<file path="config.mk">
export PLATFORM = sky130hd
export DESIGN_NAME = pc_fetch_stage
export DESIGN_NICKNAME = d
export VERILOG_FILES = /design/src/rtl/pc_fetch_stage.sv
export SDC_FILE = /design/constraint.sdc
export NUM_CORES = 1
export LEC_CHECK = 0
export BUFFER_PORTS_ARGS = -buffer_cell sky130_fd_sc_hd__buf_2
export CAP_MARGIN = 20
export CORE_MARGIN = 10
export CORE_UTILIZATION = 44
export DETAILED_ROUTE_END_ITERATION = 10
export PLACE_DENSITY = 0.8
export RECOVER_POWER = 50
export SYNTH_ARGS = -nofsm -noshare
export SYNTH_HDL_FRONTEND = slang
export SYNTH_SLANG_ARGS = --single-unit
</file>
<file path="constraint.sdc">
create_clock -name clk -period 1.6 [get_ports clk]
set_input_delay 0.32 -clock clk [delete_from_list [all_inputs] [get_ports clk]]
set_output_delay 0.32 -clock clk [all_outputs]
set_load 0.005 [all_outputs]
</file>
<file path="src/rtl/pc_fetch_stage.sv">
// ============================================================================
// pc_fetch_stage
//
// Instruction-fetch stage. Owns the architectural PC register, presents it to
// the (combinationally read) instruction memory and the next-PC logic, and
// captures PC + instruction into the IF/ID pipeline register. Supports stall,
// flush and a halt-on-branch-to-self state machine (BOOT -> RUN -> HALT).
//
// Optional feature macro: FETCH_ALIGN_CHECK_EN
//   When defined, a misaligned pc_next (low two bits non-zero) is refused:
//   the PC holds, a sticky fetch_fault is raised and fetch halts. A flush
//   cannot leave HALT while the fault is set; only reset clears it.
//   When undefined, fetch_fault is tied 0 and pc_next is loaded unchanged.
//
// Ports:
//   clk          in   1   clock, all state updates on the rising edge
//   reset        in   1   synchronous active-high reset, wins over everything
//   pc_next      in  64   next PC from the next-PC calculation
//   stall        in   1   hold PC and IF/ID
//   flush        in   1   invalidate the IF/ID slot (redirect from downstream)
//   imem_instr   in  32   instruction at address pc
//   pc           out 64   current PC
//   if_id_pc     out 64   PC of the instruction held in IF/ID
//   if_id_instr  out 32   instruction held in IF/ID
//   if_id_valid  out  1   IF/ID holds a real instruction
//   halted       out  1   fetch is in the HALT state
//   fetch_fault  out  1   sticky misaligned-PC flag
// ============================================================================
module pc_fetch_stage #(
    parameter logic [63:0] RESET_PC   = 64'd0,
    parameter logic [31:0] HALT_INSTR = 32'h14000000,
    parameter logic [31:0] NOP_INSTR  = 32'hD503201F
) (
    input  logic        clk,
    input  logic        reset,
    input  logic [63:0] pc_next,
    input  logic        stall,
    input  logic        flush,
    input  logic [31:0] imem_instr,
    output logic [63:0] pc,
    output logic [63:0] if_id_pc,
    output logic [31:0] if_id_instr,
    output logic        if_id_valid,
    output logic        halted,
    output logic        fetch_fault
);

    typedef enum logic [1:0] {
        BOOT = 2'd0,
        RUN  = 2'd1,
        HALT = 2'd2
    } state_t;

    state_t      state_q, state_d;
    logic [63:0] pc_q, pc_d;
    logic [63:0] if_id_pc_q, if_id_pc_d;
    logic [31:0] if_id_instr_q, if_id_instr_d;
    logic        if_id_valid_q, if_id_valid_d;
    logic        halted_q, halted_d;
    logic        load_pc;
    logic        halt_locked;

`ifdef FETCH_ALIGN_CHECK_EN
    logic        fetch_fault_q, fetch_fault_d;

    // A latched alignment fault pins fetch in HALT until reset.
    assign halt_locked = fetch_fault_q;
`else
    assign halt_locked = 1'b0;
`endif

    // Next-state logic. Everything holds by default; each state decides
    // whether the slot is refilled, invalidated or left alone, and raises
    // load_pc when the PC should take pc_next. The PC load itself is applied
    // once at the end so the optional alignment check has a single place to
    // veto it.
    always_comb begin
        state_d       = state_q;
        pc_d          = pc_q;
        if_id_pc_d    = if_id_pc_q;
        if_id_instr_d = if_id_instr_q;
        if_id_valid_d = if_id_valid_q;
        load_pc       = 1'b0;
`ifdef FETCH_ALIGN_CHECK_EN
        fetch_fault_d = fetch_fault_q;
`endif

        case (state_q)
            BOOT: begin
                // One dead cycle after reset; stall and flush are ignored.
                state_d = RUN;
            end

            RUN: begin
                if (flush) begin
                    // Flush owns the slot even when a stall is also pending;
                    // the stall only keeps the PC from advancing.
                    if_id_pc_d    = pc_q;
                    if_id_instr_d = NOP_INSTR;
                    if_id_valid_d = 1'b0;
                    load_pc       = !stall;
                end else if (!stall) begin
                    if_id_pc_d    = pc_q;
                    if_id_instr_d = imem_instr;
                    if_id_valid_d = 1'b1;
                    // Branch-to-self: keep the instruction but stop fetching.
                    if (imem_instr == HALT_INSTR) begin
                        state_d = HALT;
                    end else begin
                        load_pc = 1'b1;
                    end
                end
            end

            HALT: begin
                if (flush && !halt_locked) begin
                    // An older branch resolved downstream redirects fetch.
                    load_pc       = 1'b1;
                    if_id_instr_d = NOP_INSTR;
                    if_id_valid_d = 1'b0;
                    state_d       = RUN;
                end else if (!stall) begin
                    if_id_instr_d = NOP_INSTR;
                    if_id_valid_d = 1'b0;
                end
            end

            default: begin
                state_d = BOOT;
            end
        endcase

        if (load_pc) begin
            pc_d = pc_next;
        end

`ifdef FETCH_ALIGN_CHECK_EN
        // Refuse a misaligned target: keep the old PC, poison the slot and
        // park in HALT with the sticky fault raised.
        if (load_pc && (pc_next[1:0] != 2'b00)) begin
            pc_d          = pc_q;
            fetch_fault_d = 1'b1;
            if_id_instr_d = NOP_INSTR;
            if_id_valid_d = 1'b0;
            state_d       = HALT;
        end
`endif

        halted_d = (state_d == HALT);
    end

    // State register with synchronous reset. halted is registered alongside
    // the state so it always equals (state == HALT) without a decode path.
    always_ff @(posedge clk) begin
        if (reset) begin
            state_q       <= BOOT;
            pc_q          <= RESET_PC;
            if_id_pc_q    <= 64'd0;
            if_id_instr_q <= NOP_INSTR;
            if_id_valid_q <= 1'b0;
            halted_q      <= 1'b0;
`ifdef FETCH_ALIGN_CHECK_EN
            fetch_fault_q <= 1'b0;
`endif
        end else begin
            state_q       <= state_d;
            pc_q          <= pc_d;
            if_id_pc_q    <= if_id_pc_d;
            if_id_instr_q <= if_id_instr_d;
            if_id_valid_q <= if_id_valid_d;
            halted_q      <= halted_d;
`ifdef FETCH_ALIGN_CHECK_EN
            fetch_fault_q <= fetch_fault_d;
`endif
        end
    end

    assign pc          = pc_q;
    assign if_id_pc    = if_id_pc_q;
    assign if_id_instr = if_id_instr_q;
    assign if_id_valid = if_id_valid_q;
    assign halted      = halted_q;
`ifdef FETCH_ALIGN_CHECK_EN
    assign fetch_fault = fetch_fault_q;
`else
    assign fetch_fault = 1'b0;
`endif

endmodule

</file>
== After elaboration in Yosys (flattened, before gate mapping) ==
Cells that the tools add are included.
Storage, ports and cells
  register bits after elaboration: 164
  word-level logic and storage cells: 40
  output and inout bits: 163
  input port bits: 100
Cells by class
  reduce and logical (&&, ||, !) cells: 5
  mux-type cells: 22
  equality and inequality tests: 7
Operators with widths (count)
  two-way mux 32 bit: 4
  two-way mux 64 bit: 2
  case mux 32 bit (2 select lines): 1
  == test 32 x 29 -> 1 bit (second input constant): 1
  two-way mux 1 bit: 8
  two-way mux 2 bit: 4
  inequality test 3 bit (second input constant): 2
  case mux 2 bit (3 select lines): 1
  == test 2 bit (second input constant): 2
  case mux 1 bit (2 select lines): 2
  AND reduction 3 bit: 1
  == test 2 x 1 -> 1 bit (second input constant): 1
  zero test 2 bit: 1
  inequality test 2 x 1 -> 1 bit (second input constant): 1
  AND reduction 2 bit: 1
  nonzero test 2 bit: 1
  zero test 1 bit: 1

== Longest topological paths before layout ==
Gate-level depths: netlist of the first run.
  word-level depth: 6
  gate-level depth with buffers: 9
  gate-level depth less buffers: 7

== Worst setup path after synthesis of the first run ==
Ideal clock, no wire load.
  path type: register -> register
  from: register state_q[1]
  to: register pc_q[0] (netlist: pc[0])
  buffers on the path: 3
  clock period less this slack: 1.773 ns
  data arrival time: 1.701 ns
  setup time: 0.072 ns
  slack: -0.173 ns
  stages on the path, launching flop included: 10
  data required time: 1.528 ns
  cells stage by stage: dfxtp_1 > inv_1 > ha_1 > clkbuf_1 > nor2b_1 > a21oi_1 > nor3b_1 > buf_6 > buf_8 > mux2i_1
Between the ends
  longest elaborated chain between the ends: 2
  elaborated cells between the ends (all ways): 3
  classes of those cells: eq/ne (2); mux (1)
RTL lines
  start, declared: RTL line 54  | state_t state_q, state_d;
  start signal, assigned: RTL line 166  | state_q <= state_d;
  == test 2 bit or == test 2 x 1 -> 1 bit (tied branches): RTL line 88  | case (state_q)
  case mux 1 bit (2 select lines) (*): RTL line 88
  end signal, assigned: RTL line 167  | pc_q <= pc_d;
  end, declared: RTL line 55  | logic [63:0] pc_q, pc_d;
Every way passes the cells marked *; elsewhere a longest branch is shown, timed or not.
A chain may end at the register's enable or synchronous reset.

== Worst setup path after layout of the first run ==
  from: register state_q[1]
  to: register pc_q[53] (netlist: pc[53])
Same word-level chain as after synthesis.

==> run metrics, run 1 <==
Critical Path Start=state_q[1]; Synthesized Nets=a little over 800; clock period minus worst slack=1.71 ns; Area growth syn-to-layout=40.4%; Ys Warns=0; DRT Pass-1 Iters=5; internal power=7.17 mW; Nets=1101; sequential power share=approximately 45%; largest family of logic cells by synthesized area=simple AND/OR/NAND/NOR gates; gr usage total=between 10% and 20%; Adder-Cell Fraction of Synth Area=0.772%; post-synthesis compound-gate area fraction=9.42%; Clock Power Share=45.3%; final setup margin=-0.112 ns; Root Buffer=clkbuf_16; unrepaired setup endpoints after global routing=true; Crit path required time=1.94 ns; clock skew=slightly above 0.008 ns; critical hold path startpoint=imem_instr[3]; Gate power share=9.5%; Starting Density=44.8%; met3 Track Usage GR=around 6.8%; Antenna Nets Post-Route=0; outcome=complete, but fails checks; peak supply drop=roughly 1000 uV; worst hold slack=0.146 ns; clock latency on the worst-skew pair=0.41 ns; die area=0.0200 mm2; fill count=1261; cell leakage power=3.56 nW; total power draw=9.32 mW; Final Max Slew Viols=0; fin crit share=107%; wire per inst=17.0 um; Cells after DPL=roughly 1.1k; fmax=584 MHz; core area=between 0.01 and 0.015 mm2; Clk pin slew, worst setup/hold paths=0.06 ns; DR vias/cell=between 4 and 5; CTS buffer count=17; largest net degree at the start of global routing=130; top post-synthesis cells by area=dfxtp_1, nand2b_1, mux2i_1, nand2_1, a21oi_1; Final setup viols=63; Synth Register Bits=164; vias in the first global route=5764; GR Util met1=21.2%; CTS tree=done; crit-path max FO=9; Synth Area in Simple Gates=24.7%; hpwl dp=about 14000 um; diode count=0; Boundary Pins=263; Hold Crit Class=primary input to register; clk buf depth=2; crit path DAT=2.05 ns; share of the synthesized area in the top cell type=between 50% and 60%; FF-to-FF Start=state_q[1]; Via Count=5889; FP Rows=44; Switch Pwr=2.15 mW; # port buffers=261; clock sinks=between 150 and 200; CP endpoint kind=register; grt peak-use layer=met2; CP Class=register to register; Non-Filler Instances=~1.2k; failing checks=setup timing; Placement Setup Slack=-0.257 ns; first-pass GRT wire length=31200 um; layout cell share with drive strength beyond 1=26.0%; CTS H-Tree Depth=4; initial antenna violation count=0; max cap viols=0; met2 Use GR=between 30% and 40%; synthesized cell area=between 0.006 and 0.007 mm2; Hold Vio Cnt, Final=0; Die X=141 um; relative slew slack=approximately 55%; DIE HEIGHT=141 um; mux cell area share after synthesis=9.88%; Worst setup SP type=register; Worst Tran Pin Value=0.675 ns; xor and xnor area share after synthesis=0%; Switching Fraction=between 20 and 25%; sequential share of the synthesized area=50.6%; Power Dens Cells=~1000 mW/mm2; final core occ=62.9%; Yosys top cell by area=dfxtp_1; Mapped Cells=713; detailed-route DRC error count=0; gpl congestion=0.850; syn avg cell area=9.09 um2; first-iteration detailed-routing DRC count=273; global-route congestion overflow total=0; Routed WL=around 20000 um; Synth cell types=34
==> per-layer routing <==
layer	wire length, um	up-vias
met1	7890	2764
met2	10500	191
li1	-	2910
met5	0	-
met4	338	0
met3	1640	24
==> power groups by stage <==
stage / registers, mW / clock network (mW) / logic [mW]
5_1_grt: 4.22 / 4.46 / 0.961
6_report: 4.22 / 4.22 / 0.882
3_5_place_dp: 4.30 / 0 / 0.810
4_1_cts: 4.21 / 4.30 / 0.890
3_3_place_gp: 4.30 / 0 / 0.800
2_1_floorplan: 4.31 / 0 / 0.401
==> worst paths after layout <==
check        cells after the start             end  slack (ns)
max                              8          pc[53]       -0.11
min                              3  if_id_instr[3]        0.15
max reg2reg                      8          pc[53]       -0.11
min reg2reg                      2    if_id_pc[42]        0.45
==> cell type report <==
| cell class | instances | area (um2) | share of cell area (%) |
|---|---|---|---|
| flip-flops and latches | 164 | 3290 | 36.2 |
| multi-input cells | 492 | 3040 | 33.4 |
| repair buffers | 319 | 1900 | 20.9 |
| clock buffers | 23 | 508 | 5.58 |
| well taps | 184 | 230 | 2.53 |
| clock inverters | 9 | 116 | 1.28 |
| inverters | 3 | 13.8 | 0.151 |
==> Yosys cell counts <==
library cell,n
inv_1,3
nor4b_1,1
nand4_1,1
o21bai_1,1
buf_8,6
nand2_1,131
and2b_1,1
nor4_1,6
nor3_1,1
o21a_1,1
buf_2,1
or3_1,2
buf_4,1
ha_1,4
nor3b_1,2
conb_1,1
clkbuf_1,40
nand3_1,1
o21ai_0,2
o22ai_1,13
nand2b_1,143
a221oi_1,1
mux2i_1,64
buf_6,1
nor2_1,25
nor3_2,1
nor2b_1,1
buf_1,5
o211a_1,1
and2_1,1
dfxtp_1,164
a21oi_1,67
a22oi_1,19
o211ai_1,1
==> cells in the final DEF, fill, tap and decap left out, types with 2 or more instances in the layout <==
master       n
dfxtp_4      2
ha_4         3
o22ai_2      7
a22oi_1     19
o22ai_1      6
buf_16       4
nor2_1      25
mux2i_1     62
a21oi_1     66
nor4_1       6
bufinv_16    2
nand2_1    130
buf_6        4
clkbuf_1   112
buf_12      14
clkinv_4     3
nand2b_1   143
dfxtp_1    162
buf_2      148
inv_6        2
clkbuf_16   17
mux2i_2      2
clkbuf_8     6
buf_4       36
==> state kept, by name, summed over array words and instances, names as in the netlist <==
register	flops
if_id_valid	1
if_id_instr	32
pc	64
if_id_pc	64
halted	1
state_q	2
==> critical path, stage by stage (launching register included) <==
cell,delay [ns]
dfxtp_4,0.36
inv_4,0.08
ha_4,0.13
nor2b_4,0.18
a21oi_4,0.05
nor3b_4,0.20
buf_4,0.17
bufbuf_16,0.28
mux2i_1,0.18
==> per-stage QoR <==
| step | instance area [um2] | setup TNS, ns |
|---|---|---|
| 5_1_grt | 9100 | -7.97 |
| 6_report | 9100 | -3.09 |
| 3_3_place_gp | 8200 | -13.64 |
| 3_5_place_dp | 8200 | -14.42 |
| 2_1_floorplan | 6520 | 0 |
| 4_1_cts | 9200 | -2.11 |
==> cells by family (layout without fill, tap and decap cells) <==
family | count (synthesis) | after routing
AOI/OAI and AO/OA | 106 | 106
adders and majority gates | 4 | 4
and+or+nand+nor | 317 | 317
other | 1 | 1
muxes | 64 | 64
DFF | 164 | 164
buffers and inverters | 57 | 354
==> what timing repair did <==
action,CTS,global route
resized for setup,24,14
setup endpoints to repair,78,74
buffers inserted,11,3
pin swaps,2,9
hold buffers,0,0
gates cloned,8,0
No activity file was read; power rests on OpenSTA's default activity.
==> run 2: changes to the inputs <==
- GPL_TIMING_DRIVEN: not set -> 0
- SLEW_MARGIN: not set -> 15
==> run 2 against run 1 <==
Effect of this change:
- clock power down 2%
- register-to-register slack better by 0.03 ns
- the run still ends with setup timing left
- critical endpoint is now pc[19]
- first-iteration DRC count grew 19%
- maximum frequency up 1.7%
- power down 1.1%
==> run metrics, run 2 (same netlist as run 1, synthesis figures left out) <==
WP buf/inv=5 (+2); CP endpoint kind=register; cell leakage power=3.54 nW (-0.37%); Hold Crit Class=primary input to register; die area=0.0200 mm2 (unchanged); vias in the first global route=5968 (+3.5%); DIE HEIGHT=141 um (unchanged); max cap viols=0 (unchanged); crit path DAT=2.02 ns (-0.03 ns); Area growth syn-to-layout=39.2%; FP Rows=44 (unchanged); Via Count=5998 (+1.9%); crit-path max FO=8 (-1); cts-stage hold buffer count=0 (unchanged); Final setup viols=82 (+30%); Final Max Slew Viols=0 (unchanged); fin crit share=105% (-1.8 points); CP Class=register to register; CP top delay family=buffers and inverters; DRT Pass-1 Iters=6 (+1); clk buf depth=2 (unchanged); diode count=0 (unchanged); CP Cell Sequence=buf_4 > ha_4 > buf_8 > a21oi_4 > nor3b_2 > buf_6 > buf_12 > buf_12 > mux2i_2; final core occ=62.3% (-0.56 points); unrepaired setup endpoints after global routing=true; most common cell after layout, fill and taps aside=dfxtp_1; Root Buffer=clkbuf_16; wire per inst=17.9 um (+5.0%); setup TNS=-3.36 ns (-0.267 ns); Die X=141 um (unchanged); Reg2Reg Depth=9 (+1); first-iteration detailed-routing DRC count=326 (+19%); DR vias/cell=4.97 (+0.67%); CTS buffer count=17 (unchanged); Routed WL=21600 um (+6.2%); hpwl dp=15500 um (+11%); gpl congestion=0.863 (+1.5%); Antenna Nets Post-Route=0 (unchanged); clock sinks=164 (unchanged); clock skew=0.0124 ns (+0.00420 ns); fill count=1299 (+3.0%); Levels on crit path=9 (+1); Worst setup SP type=register; layout cell share with drive strength beyond 1=26.4% (+0.33 points); # port buffers=260 (-0.38%); total power draw=9.21 mW (-1.1%); Clk pin slew, worst setup/hold paths=0.07 ns (about the same); Boundary Pins=263 (unchanged); final setup margin=-0.0836 ns (+0.0285 ns); most frequent cells in the layout=dfxtp_1, buf_2, nand2b_1; largest net degree at the start of global routing=17 (-87%); gr usage total=20.1% (+0.85 points); clock latency on the worst-skew pair=0.42 ns (about the same); CTS tree=done; detailed-route DRC error count=0 (unchanged); fmax=594 MHz (+1.7%); max incr delay on CP=0.36 ns (about the same); initial antenna violation count=0 (unchanged); Starting Density=44.8% (unchanged); Nets=1115 (+1.3%); core area=0.0145 mm2 (unchanged); Cells after DPL=1157 (+1.0%); Hold Crit Depth=3 (unchanged); crit-path most repeated cell=buf_12; Non-Filler Instances=1208 (+1.2%); worst hold slack=0.137 ns (-0.00922 ns); CTS H-Tree Depth=4 (unchanged); Power Dens Cells=1020 mW/mm2 (-0.25%); peak supply drop=896 uV (-11%); Hold Vio Cnt, Final=0 (unchanged); global-route congestion overflow total=0 (unchanged); Crit path required time=1.94 ns (about the same); failing checks=setup timing; clock period minus worst slack=1.68 ns (-0.0285 ns); first-pass GRT wire length=32400 um (+3.8%); outcome=complete, but fails checks; CP max stage cell=dfxtp_2
-- run 2: cell count changes in the layout (fill, tap and decap cells not counted), sizes merged --
cell and delta:
buf -12, bufbuf -1, clkbuf +23, clkinv -1, clkinvlp +2, inv +3
-- run 2: cell type report --
class | instances | area [um2] | area share [%]
multi-input combinational | 492 | 3040 | 33.6
tap | 184 | 230 | 2.55
sequential | 164 | 3290 | 36.4
timing repair buffer | 281 | 1470 | 16.3
buffer | 52 | 384 | 4.26
inverter | 3 | 11.3 | 0.125
clock buffer | 19 | 453 | 5.02
clock inverter | 13 | 145 | 1.61
-- run 2: power by group --
| group | switching, mW | internal, mW | total (mW) |
|---|---|---|---|
| combinational | 0.459 | 0.402 | 0.862 |
| clock | 1.73 | 2.41 | 4.14 |
| sequential | 0.0570 | 4.16 | 4.22 |
| total | 2.25 | 6.97 | 9.21 |
-- run 2: worst min-delay path: cells and delay by family --
family	cells	cell delay, ns
AO/OA/AOI/OAI	1	0.06
buffers and inverters	1	0.09
AND/OR/NAND/NOR	1	0.06
-- run 2: metrics by stage --
stage | setup WS, ns | area (um2)
floorplan | 0.00790 | 6520
global placement | -0.809 | 8050
detailed placement | -0.807 | 8050
CTS | -0.172 | 8960
global route | -0.168 | 9020
finish | -0.0836 | 9020
-- run 2: routing by layer --
metal | global-route usage [%] | routed length [um] | part of all wire (%)
met1 | 22.7 | 8660 | 40
met4 | 5.49 | 279 | 1.3
met2 | 34.8 | 11000 | 51
met3 | 7.41 | 1720 | 7.9
met5 | 0 | 0 | 0
-- run 2: final timing paths --
check	start	to	slack (ns)
worst max-delay path	state_q[1]	pc[19]	-0.08
worst min register to register	if_id_pc[47]	if_id_pc[47]	0.46
worst max register to register	state_q[1]	pc[19]	-0.08
worst min-delay path	imem_instr[26]	if_id_instr[26]	0.14
-- run 2: what timing repair did --
item / CTS / global route
setup endpoints to repair: 155 / 159
setup buffers: 11 / 4
gates cloned: 4 / 4
gates resized for setup: 57 / 38
pin swaps: 2 / 6
